--- src/rtl/i2c_pkg.sv ---
// ============================================================================
// Module   : i2c_pkg
// Purpose  : Shared I2C state encoding and bit-level constants.
// Revision : 1.0
// ============================================================================
`default_nettype none

package i2c_pkg;

  typedef enum logic [3:0] {
    ST_IDLE      = 4'd0,
    ST_ADDR      = 4'd1,
    ST_ADDR_ACK  = 4'd2,
    ST_PTR       = 4'd3,
    ST_PTR_ACK   = 4'd4,
    ST_WDATA     = 4'd5,
    ST_WDATA_ACK = 4'd6,
    ST_RDATA     = 4'd7,
    ST_RDATA_ACK = 4'd8,
    ST_IGNORE    = 4'd9
  } i2c_state_e;

  localparam logic c_ack      = 1'b0;
  localparam logic c_nack     = 1'b1;
  localparam logic c_rw_write = 1'b0;
  localparam logic c_rw_read  = 1'b1;

endpackage

`default_nettype wire

--- src/rtl/i2c_line_filter.sv ---
// ============================================================================
// Module   : i2c_line_filter
// Purpose  : Two-flop synchronizer plus N-sample glitch filter for one line.
// Revision : 1.0
// ============================================================================
`default_nettype none

module i2c_line_filter #(
  parameter int FILTER_CYCLES = 3
) (
  input  logic clk,
  input  logic resetn,
  input  logic i_line,
  output logic o_level,
  output logic o_rise,
  output logic o_fall
);

  localparam int            c_cnt_w    = (FILTER_CYCLES > 1) ? $clog2(FILTER_CYCLES) : 1;
  localparam logic [c_cnt_w-1:0] c_cnt_last = c_cnt_w'(FILTER_CYCLES - 1);

  logic [1:0]         r_sync;
  logic               r_level;
  logic [c_cnt_w-1:0] r_cnt;
  logic               r_rise;
  logic               r_fall;

  // The level only flips after FILTER_CYCLES consecutive differing samples.
  always_ff @(posedge clk or negedge resetn) begin
    if (!resetn) begin
      r_sync  <= 2'b11;
      r_level <= 1'b1;
      r_cnt   <= '0;
      r_rise  <= 1'b0;
      r_fall  <= 1'b0;
    end else begin
      r_sync <= {r_sync[0], i_line};
      r_rise <= 1'b0;
      r_fall <= 1'b0;
      if (r_sync[1] == r_level) begin
        r_cnt <= '0;
      end else if (r_cnt == c_cnt_last) begin
        r_cnt   <= '0;
        r_level <= r_sync[1];
        r_rise  <= r_sync[1];
        r_fall  <= ~r_sync[1];
      end else begin
        r_cnt <= r_cnt + c_cnt_w'(1);
      end
    end
  end

  assign o_level = r_level;
  assign o_rise  = r_rise;
  assign o_fall  = r_fall;

endmodule

`default_nettype wire

--- src/rtl/i2c_target.sv ---
// ============================================================================
// Module   : i2c_target
// Purpose  : I2C target exposing an 8-bit-addressed register window.
// Revision : 1.0
// ============================================================================
`default_nettype none

module i2c_target
  import i2c_pkg::*;
#(
  parameter logic [6:0] ADDRESS       = 7'h30,
  parameter int         FILTER_CYCLES = 3
) (
  input  logic       clk,
  input  logic       resetn,
  input  logic       i2c_scl_in,
  input  logic       i2c_sda_in,
  output logic       i2c_sda_drive_n,
  output logic [7:0] reg_addr,
  output logic [7:0] reg_wdata,
  output logic       reg_we,
  output logic       reg_re,
  input  logic [7:0] reg_rdata,
  output logic       busy
);

  logic w_scl, w_scl_rise, w_scl_fall;
  logic w_sda, w_sda_rise, w_sda_fall;
  logic w_start, w_stop;

  i2c_line_filter #(.FILTER_CYCLES(FILTER_CYCLES)) u_scl_filter (
    .clk     (clk),
    .resetn  (resetn),
    .i_line  (i2c_scl_in),
    .o_level (w_scl),
    .o_rise  (w_scl_rise),
    .o_fall  (w_scl_fall)
  );

  i2c_line_filter #(.FILTER_CYCLES(FILTER_CYCLES)) u_sda_filter (
    .clk     (clk),
    .resetn  (resetn),
    .i_line  (i2c_sda_in),
    .o_level (w_sda),
    .o_rise  (w_sda_rise),
    .o_fall  (w_sda_fall)
  );

  assign w_start = w_sda_fall & w_scl;
  assign w_stop  = w_sda_rise & w_scl;

  i2c_state_e r_state, w_state_nxt;
  logic [3:0] r_bitcnt, w_bitcnt_nxt;
  logic [7:0] r_shift, w_shift_nxt;
  logic       r_sda_drive_n, w_sda_drive_n_nxt;
  logic [7:0] r_addr, w_addr_nxt;
  logic [7:0] r_wdata, w_wdata_nxt;
  logic       r_we, w_we_nxt;
  logic       r_re, w_re_nxt;
  logic       r_re_d;
  logic       r_busy, w_busy_nxt;
  logic       r_rw, w_rw_nxt;

  always_ff @(posedge clk or negedge resetn) begin
    if (!resetn) begin
      r_state       <= ST_IDLE;
      r_bitcnt      <= 4'd0;
      r_shift       <= 8'h00;
      r_sda_drive_n <= 1'b1;
      r_addr        <= 8'h00;
      r_wdata       <= 8'h00;
      r_we          <= 1'b0;
      r_re          <= 1'b0;
      r_re_d        <= 1'b0;
      r_busy        <= 1'b0;
      r_rw          <= c_rw_write;
    end else begin
      r_state       <= w_state_nxt;
      r_bitcnt      <= w_bitcnt_nxt;
      r_shift       <= w_shift_nxt;
      r_sda_drive_n <= w_sda_drive_n_nxt;
      r_addr        <= w_addr_nxt;
      r_wdata       <= w_wdata_nxt;
      r_we          <= w_we_nxt;
      r_re          <= w_re_nxt;
      r_re_d        <= r_re;
      r_busy        <= w_busy_nxt;
      r_rw          <= w_rw_nxt;
    end
  end

  // Bits are counted on SCL rise; byte completion acts on the following fall
  // so the ACK drive and the first read bit both change while SCL is low.
  always_comb begin
    w_state_nxt       = r_state;
    w_bitcnt_nxt      = r_bitcnt;
    w_shift_nxt       = r_shift;
    w_sda_drive_n_nxt = r_sda_drive_n;
    w_addr_nxt        = r_addr;
    w_wdata_nxt       = r_wdata;
    w_we_nxt          = 1'b0;
    w_re_nxt          = 1'b0;
    w_busy_nxt        = r_busy;
    w_rw_nxt          = r_rw;

    if (r_we) w_addr_nxt = r_addr + 8'd1;
    if (r_re_d) w_shift_nxt = reg_rdata;

    if (w_start) begin
      w_state_nxt       = ST_ADDR;
      w_bitcnt_nxt      = 4'd0;
      w_sda_drive_n_nxt = 1'b1;
    end else if (w_stop) begin
      w_state_nxt       = ST_IDLE;
      w_bitcnt_nxt      = 4'd0;
      w_sda_drive_n_nxt = 1'b1;
      w_busy_nxt        = 1'b0;
    end else begin
      case (r_state)
        ST_ADDR, ST_PTR, ST_WDATA: begin
          if (w_scl_rise && r_bitcnt != 4'd8) begin
            w_shift_nxt  = {r_shift[6:0], w_sda};
            w_bitcnt_nxt = r_bitcnt + 4'd1;
          end else if (w_scl_fall && r_bitcnt == 4'd8) begin
            w_bitcnt_nxt = 4'd0;
            if (r_state == ST_ADDR) begin
              if (r_shift[7:1] == ADDRESS) begin
                w_state_nxt       = ST_ADDR_ACK;
                w_sda_drive_n_nxt = c_ack;
                w_busy_nxt        = 1'b1;
                w_rw_nxt          = r_shift[0];
              end else begin
                w_state_nxt       = ST_IGNORE;
                w_sda_drive_n_nxt = 1'b1;
              end
            end else if (r_state == ST_PTR) begin
              w_addr_nxt        = r_shift;
              w_state_nxt       = ST_PTR_ACK;
              w_sda_drive_n_nxt = c_ack;
            end else begin
              w_wdata_nxt       = r_shift;
              w_we_nxt          = 1'b1;
              w_state_nxt       = ST_WDATA_ACK;
              w_sda_drive_n_nxt = c_ack;
            end
          end
        end
        ST_ADDR_ACK: begin
          if (w_scl_rise && r_rw == c_rw_read) begin
            w_re_nxt = 1'b1;
          end else if (w_scl_fall) begin
            w_bitcnt_nxt = 4'd0;
            if (r_rw == c_rw_write) begin
              w_state_nxt       = ST_PTR;
              w_sda_drive_n_nxt = 1'b1;
            end else begin
              w_state_nxt       = ST_RDATA;
              w_sda_drive_n_nxt = r_shift[7];
            end
          end
        end
        ST_PTR_ACK, ST_WDATA_ACK: begin
          if (w_scl_fall) begin
            w_state_nxt       = ST_WDATA;
            w_bitcnt_nxt      = 4'd0;
            w_sda_drive_n_nxt = 1'b1;
          end
        end
        ST_RDATA: begin
          if (w_scl_rise && r_bitcnt != 4'd8) begin
            w_bitcnt_nxt = r_bitcnt + 4'd1;
          end else if (w_scl_fall && r_bitcnt == 4'd8) begin
            w_state_nxt       = ST_RDATA_ACK;
            w_bitcnt_nxt      = 4'd0;
            w_sda_drive_n_nxt = 1'b1;
          end else if (w_scl_fall && r_bitcnt != 4'd0) begin
            w_sda_drive_n_nxt = r_shift[6];
            w_shift_nxt       = {r_shift[6:0], 1'b1};
          end
        end
        ST_RDATA_ACK: begin
          if (w_scl_rise) begin
            if (w_sda == c_nack) begin
              w_state_nxt = ST_IGNORE;
            end else begin
              // Pointer and strobe register together, so reg_re sees the new address.
              w_addr_nxt = r_addr + 8'd1;
              w_re_nxt   = 1'b1;
            end
          end else if (w_scl_fall) begin
            w_state_nxt       = ST_RDATA;
            w_bitcnt_nxt      = 4'd0;
            w_sda_drive_n_nxt = r_shift[7];
          end
        end
        default: begin
          w_sda_drive_n_nxt = 1'b1;
        end
      endcase
    end
  end

  assign i2c_sda_drive_n = r_sda_drive_n;
  assign reg_addr        = r_addr;
  assign reg_wdata       = r_wdata;
  assign reg_we          = r_we;
  assign reg_re          = r_re;
  assign busy            = r_busy;

endmodule

`default_nettype wire

--- config.mk ---
export PLATFORM = sky130hd
export DESIGN_NAME = i2c_target
export DESIGN_NICKNAME = d
export VERILOG_FILES = /design/src/rtl/i2c_pkg.sv /design/src/rtl/i2c_line_filter.sv /design/src/rtl/i2c_target.sv
export SDC_FILE = /design/constraint.sdc
export NUM_CORES = 1
export LEC_CHECK = 0
export BUFFER_PORTS_ARGS = -buffer_cell sky130_fd_sc_hd__buf_2
export CORE_UTILIZATION = 50
export CTS_CLUSTER_SIZE = 14
export DETAILED_ROUTE_END_ITERATION = 12
export GPL_TIMING_DRIVEN = 0
export PLACE_DENSITY_LB_ADDON = 0.05
export SKIP_LAST_GASP = 1
export SLEW_MARGIN = 20
export SYNTH_ARGS = -nofsm -noshare
export SYNTH_HDL_FRONTEND = slang
export SYNTH_SLANG_ARGS = --single-unit
--- constraint.sdc ---
create_clock -name clk -period 4.54 [get_ports clk]
set_input_delay 0.454 -clock clk [delete_from_list [all_inputs] [get_ports clk]]
set_output_delay 0.454 -clock clk [all_outputs]
set_load 0.05 [all_outputs]
* After elaboration in Yosys (flattened, before gate mapping)
Cells that the tools add are included.
W data, S select, Z words.
** Word-level totals
- Bits in latches :: 0
- Word-level logic and storage cells :: 177
- Bits of input ports :: 12
- Register bits :: 52
- RAM bits :: 0
- Memory bits (read-only) :: 0
- Memories kept :: 0
** Cells by class
- Divide/modulo/power cells :: 0
- Shift-type cells :: 0
- Magnitude comparators :: 0
- Bitwise operators :: 11
- Muxes and demuxes :: 90
- $mul :: 0
- Equality and inequality tests :: 29
- Add/subtract/negate cells :: 4
- Reduce and logical (&&, ||, !) cells :: 22
** Operators with widths (count)
- $mux W8 :: 16
- $mux W4 :: 21
- $mux W1 :: 41
- $pmux W8 S2 :: 2
- $ne A4 B4 Y1 const B :: 7
- $pmux W4 S5 :: 1
- $eq A4 B3 Y1 const B :: 4
- $pmux W4 S4 :: 1
- $reduce_and A7 Y1 :: 2
- $ne A4 B3 Y1 const B :: 3
- $mux W2 :: 5
- $reduce_and A10 Y1 :: 1
- $not A1 Y1 :: 9
- $reduce_and A9 Y1 :: 1
- $add A8 B1 Y8 const B :: 1
- $eq A4 B2 Y1 const B :: 2
- $eq A4 B4 Y1 const B :: 2
- $reduce_bool A2 Y1 :: 4
- $eq A7 B6 Y1 const B :: 1
- $reduce_bool A7 Y1 :: 1
- $reduce_and A6 Y1 :: 1
- $reduce_bool A6 Y1 :: 1
- $ne A5 B1 Y1 const B :: 1
- $ne A5 B3 Y1 const B :: 1
- other kinds (19) :: 27

* Logic depth before layout (Yosys ltp)
- Word-level depth :: 9
- Gate-level depth with buffers :: 8
- Gate-level depth less buffers :: 6

* Modules after synthesis
From an unflattened synthesis, not the netlist that was laid out.
** Second synthesis, totals
- Cells, all modules :: 297
- Area total of the unflattened synthesis :: 2959.1 um2
** By module, submodules not included
- i2c_target :: area an instance 2471.1 um2, instances 1, sequential area each 952.2 um2, cells each 269
- i2c_line_filter :: area an instance 244.0 um2, instances 2, sequential area each 178.9 um2, cells each 14

* Least setup slack after synthesis
OpenSTA, ideal clock, no wires.
- Kind :: register to register
- Start point :: register r_bitcnt[0]
- End point :: register r_wdata[0] (netlist: reg_wdata[0])
- Data arrival time :: 1761 ps
- Slack :: 2655 ps
- Data required time :: 4415 ps
- Library setup time :: 125 ps
- Stages on the path, launching flop included :: 9
- Cells stage by stage :: dfrtp_1 -> inv_1 -> ha_1 -> and4b_1 -> buf_2 -> nand3_1 -> nor3b_1 -> buf_2 -> mux2_2
** Between the ends
- Cells in the longest elaborated chain, start to end :: 4
** Ends and longest elaborated chain
- from (decl) :: RTL line i2c_target.sv:53 : logic [3:0] r_bitcnt, w_bitcnt_nxt;
- from (signal assigned) :: RTL line i2c_target.sv:79 : r_bitcnt <= w_bitcnt_nxt;
- $ne A4 B4 Y1 :: RTL line i2c_target.sv:121 : if (w_scl_rise && r_bitcnt != 4'd8) begin
- $logic_and A1 B1 Y1 :: RTL line i2c_target.sv:121
- $not A1 Y1 (no source line)
- $reduce_and A7 Y1 (no source line) (*)
- to (signal assigned) :: RTL line i2c_target.sv:83 : r_wdata <= w_wdata_nxt;
- to (decl) :: RTL line i2c_target.sv:57 : logic [7:0] r_wdata, w_wdata_nxt;
Every way passes the cells marked *; elsewhere a longest branch is shown, timed or not.
A chain may end at the register's enable or synchronous reset.

* Final worst setup path
- Start point :: register r_bitcnt[0]
- End point :: register r_wdata[7] (netlist: reg_wdata[7])
Same word-level chain as after synthesis.

==> flow_summary.toml <==
[finish]
nets = 326
final_cells = 384
n_fill_cell = 499
fin_area_mm2 = 0.00330
drive_above_1_share_pct = 29.2
n_antenna_cell = 0
register_area_mm2 = 0.00131
multi_input_area_mm2 = 0.00148
area_growth_syn_to_layout_pct = 13.0
post-route-util_pct = 59.1

[power]
vdd_drop_max_v = 0.000312
power.total_mw = 1.49
power_density_mw_per_mm2 = 454
leakagePower_nw = 1.48

[min_path]
worstHoldPathType = "input pin to async pin"

[yosys]
synth_seq_cells = 52
synth_nets = 288
ys_seq_area_share_pct = 44.9
yosysWarnings = 0
async_flop_share_pct = 100
netlist_instances = 273
synthesis.area_mm2 = 0.00292
syn_area_per_cell_um2 = 10.7
synth_edf_count = 0
synth_cell_type_count = 57
synth_flop_cell = "dfrtp_1"

[sta]
finalSetupViolations = 0
min_period_over_period_pct = 47.3
setup_ws_ns = 2.39
hold_viol_final = 0
worstMarginPinSlew_ns = 0.656
skew_ns = 0.00819
fin_crit_ns = 2.15
whs_ns = 0.160
timing.fmax_ghz = 0.465
rsz0062_at_grt = "no"
setup_tns_ns = 0
drv_slew = 0
relSlewSlack_pct = 56.3

[setup_path]
cp-start-kind = "register"
endpoint_kind = "register"
crit_arrival_ns = 2.34
cp_max_fo = 10
cp.required_ns = 4.73
critPathKind = "register to register"

[clocking]
cts_tree = "done"
cts_setup_buffers = 0
clk_latency_ns = 0.31
holdBufCountCts = 0
root_buffer = "clkbuf_8"
cts_resized = 0
cts_buffer_depth = 2
cts_buffers = 5
cts.clk_slew.worst_paths_ns = 0.10
clkSinkCount = 52
htreeDepth = 2

[routing]
ant_nets = 0
drc_errors = 0
routed_wirelength_um = 6620
via_per_inst = 6.03
wl_per_cell_um = 17.2
vias = 2315
drtIter0Drc = 193
dr.pass1.iters = 4

[place]
dp_cells = 376
dpl_cell_area_mm2 = 0.00316
io_buffers = 31
routabilityCongestion = 0.879
dp_hpwl_um = 4580
dp_slack_ns = 2.41

[global_routing]
grt_max_degree = 53
grt-ovfl-total = 0
grt_use_total_pct = 23.7
grt_pass1_wl_um = 11100
grt_pass1_vias = 2204
antenna_found_initial = 0

[floorplan]
die_width_um = 78.4
die_y_um = 78.4
dieArea_mm2 = 0.00614
rows = 27
core_area_mm2 = 0.00557
start_util_pct = 52.3
num_io_pins = 32

[job]
maxCapViolations = 0

[outcome]
status = "complete, no violations"
## worst paths after layout
check	from	end	slack [ns]	cells after the start
min in group clk	i2c_scl_in	u_scl_filter.r_sync[0]$_DFF_PN1_	0.24	1
setup reg to reg	r_bitcnt[0]$_DFFE_PN0P_	reg_wdata[7]$_DFFE_PN0P_	2.39	8
max in group asynchronous	resetn	reg_addr[4]$_DFF_PN0_	3.93	1
setup / recovery	r_bitcnt[0]$_DFFE_PN0P_	reg_wdata[7]$_DFFE_PN0P_	2.39	8
hold / removal	resetn	r_bitcnt[2]$_DFFE_PN0P_	0.16	1
hold reg to reg	u_sda_filter.r_sync[0]$_DFF_PN1_	u_sda_filter.r_sync[1]$_DFF_PN1_	0.36	0
## power by group
group          leakage (nW)  switching, mW  total [mW]  internal (mW)
registers             0.690         0.0618       0.592          0.531
clock network        0.0654          0.155       0.375          0.220
logic                 0.726          0.309       0.527          0.217
total                  1.48          0.526        1.49          0.968
## state kept, by name, indices dropped and copies added, names as in the netlist, 2 cells and up
signal and flops:
u_sda_filter.r_cnt 2, u_scl_filter.r_sync 2, reg_addr 8, reg_wdata 8
u_scl_filter.r_cnt 2, r_shift 8, r_state 4, u_sda_filter.r_sync 2
r_bitcnt 4
## cells in the final DEF (no fill, tap or decap), types with 8 or more instances in the layout
| master | count |
|---|---|
| mux2_2 | 26 |
| inv_1 | 8 |
| nor2_1 | 12 |
| dfrtp_1 | 45 |
| nand2b_1 | 9 |
| buf_2 | 37 |
| nand3_1 | 12 |
| clkbuf_1 | 9 |
| nand2_1 | 17 |
## final cells by class
cell class                 count  share of cell area, %
clock buffer                   6                   2.20
multi-input combinational    195                   45.0
inverter                       8                  0.911
buffer                        18                   2.77
sequential                    52                   39.7
tap                           72                   2.73
clock inverter                 2                   1.82
timing repair buffer          31                   4.78
## cell usage after synthesis, types with 3 or more instances
cell type   n  area share (%)
or3b_2      3            0.90
nand2_1    17             2.2
o2bb2ai_1   4             1.2
nor2b_1     4            0.86
o2111ai_1   3            0.90
a21oi_1     3            0.51
inv_1       8             1.0
dfstp_2     7             6.3
nand4_1     5             1.1
and4b_1     3             1.0
clkbuf_1    8             1.0
buf_2       7             1.2
ha_1        3             1.3
xnor2_1     6             1.8
nor3_1      5            0.86
dfrtp_1    45              39
nand2b_1    9             1.9
a22oi_1     5             1.3
and2_1      4            0.86
or4_1       3            0.77
nor2_1     12             1.5
a211oi_1    7             1.8
o22ai_1     7             1.5
o21ai_0     6             1.0
mux2i_1     5             1.7
nand3_1    12             2.1
mux2_2     26              10
xor2_1      6             1.8
nor3b_1     3            0.77
## metal layers
layer | part of all wire (%) | GRT usage (%) | vias up
li1 | - | - | 1087
met1 | 47 | 34.2 | 1136
met2 | 46 | 36.3 | 82
met3 | 5.2 | 4.19 | 10
met4 | 1.3 | 7.04 | 0
met5 | 0 | 0 | -
## worst max-delay path, cell delays in order (launching register included)
cell and delay, ns:
dfrtp_1 0.43, inv_1 0.07, ha_1 0.19, and4b_1 0.19, buf_2 0.20, nand3_1 0.13
nor3b_1 0.21, buf_2 0.26, mux2_2 0.36
## kinds of logic after synthesis
group | share of synthesized area [%]
compound gates | 15.6
xor+xnor | 3.61
fa+ha+maj | 1.29
buf+inv | 4.16
flops | 44.9
mux | 11.8
simple gates | 18.7
Note: power is estimated with default switching activity, not from simulation.
